**config.mk**
```make
export PLATFORM = sky130hd
export DESIGN_NAME = spi_slave_trx_one_char
export DESIGN_NICKNAME = d
export VERILOG_FILES = /design/src/rtl/spi_slave_trx_one_char.sv
export SDC_FILE = /design/constraint.sdc
export NUM_CORES = 1
export LEC_CHECK = 0
export CAP_MARGIN = 20
export CORE_MARGIN = 10
export CORE_UTILIZATION = 45
export CTS_BUF_LIST = sky130_fd_sc_hd__clkbuf_4 sky130_fd_sc_hd__clkbuf_8
export CTS_CLUSTER_DIAMETER = 40
export DETAILED_ROUTE_END_ITERATION = 8
export PLACE_DENSITY = 0.66
export SYNTH_ARGS = -nofsm -noshare
export SYNTH_HDL_FRONTEND = slang
export SYNTH_SLANG_ARGS = --single-unit
```
**constraint.sdc**
```tcl
create_clock -name S_SYSCLK -period 6.1 [get_ports S_SYSCLK]
set_input_delay 1.22 -clock S_SYSCLK [delete_from_list [all_inputs] [get_ports S_SYSCLK]]
set_output_delay 1.22 -clock S_SYSCLK [all_outputs]
set_load 0.02 [all_outputs]
```
**src/rtl/spi_slave_trx_one_char.sv**
```systemverilog
// SPI slave single-character transceiver: oversamples SCK/CS_N/MOSI on S_SYSCLK and
// exchanges one 1..16-bit character per slot, back-to-back while CS_N stays low.
module spi_slave_trx_one_char #(
  parameter int CHAR_NBITS = 16
) (
  input  logic                  S_SYSCLK,
  input  logic                  S_RESETN,
  input  logic                  S_ENABLE,
  input  logic                  S_CPOL,
  input  logic                  S_CPHA,
  input  logic                  S_REV,
  input  logic [3:0]            S_CHAR_LEN,
  input  logic                  S_SPI_SCK,
  input  logic                  S_SPI_CS_N,
  input  logic                  S_SPI_MOSI,
  output logic                  S_SPI_MISO,
  output logic                  S_SPI_MISO_OE,
  input  logic [CHAR_NBITS-1:0] S_WCHAR,
  input  logic                  S_WCHAR_VALID,
  output logic                  S_WCHAR_READY,
  output logic [CHAR_NBITS-1:0] S_RCHAR,
  output logic                  S_CHAR_DONE,
  output logic                  S_TX_UNDERRUN
);

  typedef enum logic [1:0] {
    ST_IDLE,
    ST_LOAD,
    ST_ACTIVE
  } state_t;

  state_t state_q, state_d;

  // Synchronizers plus one extra stage on SCK and CS_N for edge detection.
  logic [1:0] sck_sync, cs_sync, mosi_sync;
  logic       sck_d, cs_d;
  logic       sck_s, cs_s, mosi_s;

  // Frame configuration, frozen for the whole frame.
  logic       cpol_q, cpha_q, rev_q;
  logic [3:0] len_q;

  logic [3:0]            bit_cnt;
  logic                  bit_sampled;
  logic [CHAR_NBITS-1:0] shift_tx, shift_rx, rx_word;
  logic [CHAR_NBITS-1:0] hold_data, tx_src;
  logic                  hold_full;
  logic                  miso_q;
  logic [CHAR_NBITS-1:0] rchar_q;
  logic                  char_done_q, underrun_q;

  logic sck_rise, sck_fall, lead_edge, trail_edge;
  logic active, load_evt, sample_evt, shift_evt, boundary, transfer;
  logic [3:0] cur_pos;

  // Frame-order bit index -> character bit position.
  function automatic logic [3:0] bit_pos(input logic rev, input logic [3:0] len,
                                         input logic [3:0] cnt);
    return rev ? cnt : len - cnt;
  endfunction

  function automatic logic tx_bit(input logic [CHAR_NBITS-1:0] word, input logic rev,
                                  input logic [3:0] len, input logic [3:0] cnt);
    return word[bit_pos(rev, len, cnt)];
  endfunction

  // NOTE: every flop is updated with <= so all registers see pre-edge values in the same cycle.
  always_ff @(posedge S_SYSCLK or negedge S_RESETN) begin
    if (!S_RESETN) begin
      sck_sync  <= 2'b00;
      cs_sync   <= 2'b11;
      mosi_sync <= 2'b00;
      sck_d     <= 1'b0;
      cs_d      <= 1'b1;
    end else begin
      sck_sync  <= {sck_sync[0], S_SPI_SCK};
      cs_sync   <= {cs_sync[0], S_SPI_CS_N};
      mosi_sync <= {mosi_sync[0], S_SPI_MOSI};
      sck_d     <= sck_sync[1];
      cs_d      <= cs_sync[1];
    end
  end

  assign sck_s  = sck_sync[1];
  assign cs_s   = cs_sync[1];
  assign mosi_s = mosi_sync[1];

  assign sck_rise   = sck_s & ~sck_d;
  assign sck_fall   = ~sck_s & sck_d;
  assign lead_edge  = cpol_q ? sck_fall : sck_rise;
  assign trail_edge = cpol_q ? sck_rise : sck_fall;

  assign active     = (state_q == ST_ACTIVE) & S_ENABLE & ~cs_s;
  assign load_evt   = (state_q == ST_LOAD) & S_ENABLE & ~cs_s;
  assign sample_evt = active & (cpha_q ? trail_edge : lead_edge);
  assign shift_evt  = active & (cpha_q ? lead_edge : trail_edge);
  // A shift edge only advances once the current bit was sampled; this also makes the
  // first CPHA=1 leading edge a no-op that keeps bit 0 on MISO.
  assign boundary   = shift_evt & bit_sampled & (bit_cnt == 4'd0);
  assign transfer   = load_evt | boundary;

  assign tx_src  = hold_full ? hold_data : '1;
  assign cur_pos = bit_pos(rev_q, len_q, bit_cnt);

  always_ff @(posedge S_SYSCLK or negedge S_RESETN) begin
    if (!S_RESETN) state_q <= ST_IDLE;
    else           state_q <= state_d;
  end

  // NOTE: default assigned first so no path leaves state_d unassigned (no latch).
  always_comb begin
    state_d = state_q;
    if (!S_ENABLE) begin
      state_d = ST_IDLE;
    end else begin
      case (state_q)
        ST_IDLE:   if (cs_d & ~cs_s) state_d = ST_LOAD;
        ST_LOAD:   state_d = cs_s ? ST_IDLE : ST_ACTIVE;
        ST_ACTIVE: if (cs_s) state_d = ST_IDLE;
        default:   state_d = ST_IDLE;
      endcase
    end
  end

  // Receive word including the bit being sampled now, bits above the length cleared.
  always_comb begin
    rx_word          = shift_rx;
    rx_word[cur_pos] = mosi_s;
    for (int i = 0; i < CHAR_NBITS; i++) begin
      if (i > int'(len_q)) rx_word[i] = 1'b0;
    end
  end

  // Holding register: a transfer takes the old contents, a same-cycle load refills it.
  always_ff @(posedge S_SYSCLK or negedge S_RESETN) begin
    if (!S_RESETN) begin
      hold_data <= '0;
      hold_full <= 1'b0;
    end else if (S_WCHAR_VALID && !hold_full) begin
      hold_data <= S_WCHAR;
      hold_full <= 1'b1;
    end else if (transfer) begin
      hold_full <= 1'b0;
    end
  end

  always_ff @(posedge S_SYSCLK or negedge S_RESETN) begin
    if (!S_RESETN) begin
      cpol_q      <= 1'b0;
      cpha_q      <= 1'b0;
      rev_q       <= 1'b0;
      len_q       <= 4'd0;
      bit_cnt     <= 4'd0;
      bit_sampled <= 1'b0;
      shift_tx    <= '0;
      shift_rx    <= '0;
      miso_q      <= 1'b1;
      rchar_q     <= '0;
      char_done_q <= 1'b0;
      underrun_q  <= 1'b0;
    end else begin
      char_done_q <= 1'b0;
      underrun_q  <= 1'b0;

      if (transfer) begin
        shift_tx   <= tx_src;
        underrun_q <= ~hold_full;
      end

      if (load_evt) begin
        cpol_q      <= S_CPOL;
        cpha_q      <= S_CPHA;
        rev_q       <= S_REV;
        len_q       <= S_CHAR_LEN;
        bit_cnt     <= S_CHAR_LEN;
        bit_sampled <= 1'b0;
        miso_q      <= tx_bit(tx_src, S_REV, S_CHAR_LEN, S_CHAR_LEN);
      end else if (sample_evt) begin
        shift_rx    <= rx_word;
        bit_sampled <= 1'b1;
        if (bit_cnt == 4'd0) begin
          rchar_q     <= rx_word;
          char_done_q <= 1'b1;
        end
      end else if (shift_evt && bit_sampled) begin
        bit_sampled <= 1'b0;
        if (bit_cnt == 4'd0) begin
          bit_cnt <= len_q;
          miso_q  <= tx_bit(tx_src, rev_q, len_q, len_q);
        end else begin
          bit_cnt <= bit_cnt - 4'd1;
          miso_q  <= tx_bit(shift_tx, rev_q, len_q, bit_cnt - 4'd1);
        end
      end else if (state_q == ST_IDLE) begin
        miso_q <= 1'b1;
      end
    end
  end

  assign S_SPI_MISO    = miso_q;
  assign S_SPI_MISO_OE = S_ENABLE & (state_q != ST_IDLE);
  assign S_WCHAR_READY = ~hold_full;
  assign S_RCHAR       = rchar_q;
  assign S_CHAR_DONE   = char_done_q;
  assign S_TX_UNDERRUN = underrun_q;

endmodule

```
==> qor.yml <==
unrepaired_setup_endpoints_after_global_routing: "false"
preCtsSetupSlack_ns: 2.42
worstPathArrival_ns: 2.42
final_layout_size_suffix_gt1_share_pct: 12.1
synth.lib_cells_used.distinct: 63
run_status: "finished, final reports clean"
top_level_ports: 51
p_leak_nw: 2.48
power.ir.vdd_worst_uv: 230
dpl.hpwl_um: 8650
coreArea_um2: 10900
initial_utilization_pct: 46.1
final-seq-area_um2: 2260
clk-insertion-delay-late_ns: 0.39
clock-root-buffer: "sky130_fd_sc_hd__clkbuf_8"
syn_area_um2: 5020
floorplan.die_area_um2: 15800
htreeDepth: 3
gp_routability_congestion: 0.827
worstSetupEndpointType: "output pin"
finalCritPeriodShare_pct: 59.7
synth-seq-cells: 90
grt_first_pass_wirelength_um: 20700
die-width_um: 126
final.min_clock_period_ns: 3.64
antenna_found_initial: 0
vias: 3950
finalHoldWorstSlack_ns: 0.362
cts-hold-fix-buffers: 0
dr.pass1.iters: 4
layout-area-overhead-vs-synth_pct: 16.1
chipHeight_um: 126
syn_area_per_cell_um2: 9.77
max_cap_viol_count: 0
clock_pin_slew_of_the_registers_on_the_worst_case_setup_and_hold_paths_ns: 0.09
max_freq_mhz: 275
design.final.nets: 585
tritoncts_num_sinks: 90
critPathRequiredTime_ns: 4.88
layout.cells.most_common: "sky130_fd_sc_hd__nand2_1"
synthCells: 514
maximum_number_of_pins_on_one_net_before_global_route_repair: 49
detailedRoute.firstIterationViolations: 359
final-hold-violation-count: 0
share_of_the_yosys_chip_area_belonging_to_registers_pct: 44.9
multi_input_area_um2: 2540
synthFlopType: "sky130_fd_sc_hd__dfrtp_1"
floorplan.rows: 38
postRouteAntennaNets: 0
power_per_cell_area_nw_per_um2: 408
numCtsBuffers: 9
slew_headroom_pct: 43.7
clock_path_buffers: 2
cts-resized-gates: 0
buffer_ports.inserted: 50
grt_overflow_total: 0
path_max_fanout: 2
timing.setup.critical_path_class: "input port to output pin"
finalSetupViolations: 0
number_of_enable_type_register_cells_in_the_synthesized_netlist: 0
min-delay-path-class: "flop to flop"
avgRoutedWirePerCell_um: 17.6
worst_slack_ns: 2.46
drcViolationCount: 0
grt_pass1_vias: 4004
synth_nets: 552
synth-warning-count: 0
grt_util_all_layers_pct: 15.7
final.setup.tns_ns: 0
max_slew.worst_pin.slew_ns: 0.845
synth_async_sr_flop_share_pct: 100
total_setup_buffers_inserted_after_cts: 0
vias_per_cell: 5.71
crit_path_start_kind: "input port"
total_routed_length_um: 12200
tritoncts_clock_tree: "built"
ant_diodes: 0
number_of_fillers_in_the_final_layout: 1036
clock-skew-final_ns: 0.0182
mostFrequentLayoutCells: "sky130_fd_sc_hd__nand2_1 (87), sky130_fd_sc_hd__dfrtp_1 (86), sky130_fd_sc_hd__clkdlybuf4s50_1 (49)"
slew_viol_final: 0
## Yosys cell counts, drive strengths merged, types with 3 or more instances
| library cell | number | share of area [%] |
|---|---|---|
| mux2i | 22 | 4.4 |
| o211a | 3 | 0.75 |
| nand3 | 3 | 0.30 |
| mux4 | 7 | 3.1 |
| inv | 21 | 1.6 |
| and2 | 4 | 0.55 |
| nand2 | 88 | 6.6 |
| o21a | 7 | 1.0 |
| a21o | 3 | 0.45 |
| a31oi | 9 | 1.7 |
| o31ai | 22 | 3.3 |
| a2bb2oi | 3 | 0.52 |
| o21ai | 39 | 4.0 |
| o211ai | 7 | 1.0 |
| a21oi | 19 | 1.9 |
| o32ai | 6 | 1.0 |
| a32o | 3 | 0.60 |
| or2 | 3 | 0.37 |
| ha | 7 | 1.7 |
| xnor2 | 4 | 0.70 |
| nor4 | 3 | 0.97 |
| clkbuf | 26 | 1.9 |
| nand2b | 6 | 0.75 |
| nor2b | 14 | 1.7 |
| dfstp | 4 | 2.1 |
| nor2 | 29 | 2.2 |
| buf | 6 | 0.77 |
| nor3 | 10 | 1.0 |
| dfrtp | 86 | 43 |
| a221o | 6 | 1.2 |
| mux2 | 17 | 3.9 |
## through the flow
step | power, mW | std cells | area, um^2 | utilization, %
2_1_floorplan | 1.66 | 514 | 5020 | -
3_3_place_gp | 1.89 | 675 | 5580 | 51.3
3_5_place_dp | 1.92 | 675 | 5580 | 51.3
4_1_cts | 2.39 | 691 | 5810 | 53.3
5_1_grt | 2.55 | 692 | 5830 | 53.6
6_report | 2.38 | 692 | 5830 | 53.6
## area by class of cell
type	instances	area share [%]
Tap cell	140	3.00
Inverter	23	1.48
Sequential cell	90	38.7
Timing Repair Buffer	54	9.40
Multi-Input combinational cell	369	43.6
Clock buffer	9	2.12
Clock inverter	7	1.72
## cells by family (layout without fill, tap and decap cells)
| group | Yosys count | after routing | share of synthesized area [%] |
|---|---|---|---|
| buf+inv | 55 | 93 | 4.43 |
| mux | 46 | 46 | 11.4 |
| xor+xnor | 5 | 5 | 0.872 |
| compound gates | 141 | 141 | 20.0 |
| fa+ha+maj | 8 | 8 | 2.14 |
| simple gates | 169 | 169 | 16.2 |
| flops | 90 | 90 | 44.9 |
## critical path, cell delays in order
cell and delay (ns):
sky130_fd_sc_hd__clkdlybuf4s50_1 0.46, sky130_fd_sc_hd__nor2b_1 0.13, sky130_fd_sc_hd__clkdlybuf4s50_1 0.62
## state kept, by name, indices dropped and copies added, names as in the netlist, 2 cells and up
name and count:
cs_sync 2, hold_data 16, S_RCHAR 16, sck_sync 2
shift_tx 16, len_q 4, state_q 2, bit_cnt 4
mosi_sync 2, shift_rx 16
## path summary, 6_finish.rpt
kind                            slack, ns  cells past startpoint             to        start
worst max-delay path                 2.46                      3  S_SPI_MISO_OE     S_ENABLE
worst min-delay path                 0.36                      0    sck_sync[1]  sck_sync[0]
worst max register to register       2.92                     11     S_SPI_MISO   bit_cnt[0]
worst min register to register       0.36                      0    sck_sync[1]  sck_sync[0]
max in group asynchronous            4.26                      2    shift_tx[6]     S_RESETN
min in group asynchronous            0.82                      1     S_RCHAR[3]     S_RESETN
## metal layers
layer | global-route usage (%) | wire (um) | up-vias
met4 | 6.10 | 199 | 0
met1 | 21.0 | 5790 | 1935
met2 | 23.9 | 5590 | 86
li1 | - | - | 1915
met3 | 3.94 | 621 | 14
met5 | 0 | 0 | -
## power breakdown
part / leakage [nW] / total, mW / switching (mW) / internal, mW
clock network: 0.102 / 0.466 / 0.233 / 0.233
logic: 1.26 / 1.03 / 0.565 / 0.468
registers: 1.12 / 0.881 / 0.172 / 0.709
Power figures use the tool's default switching activity.
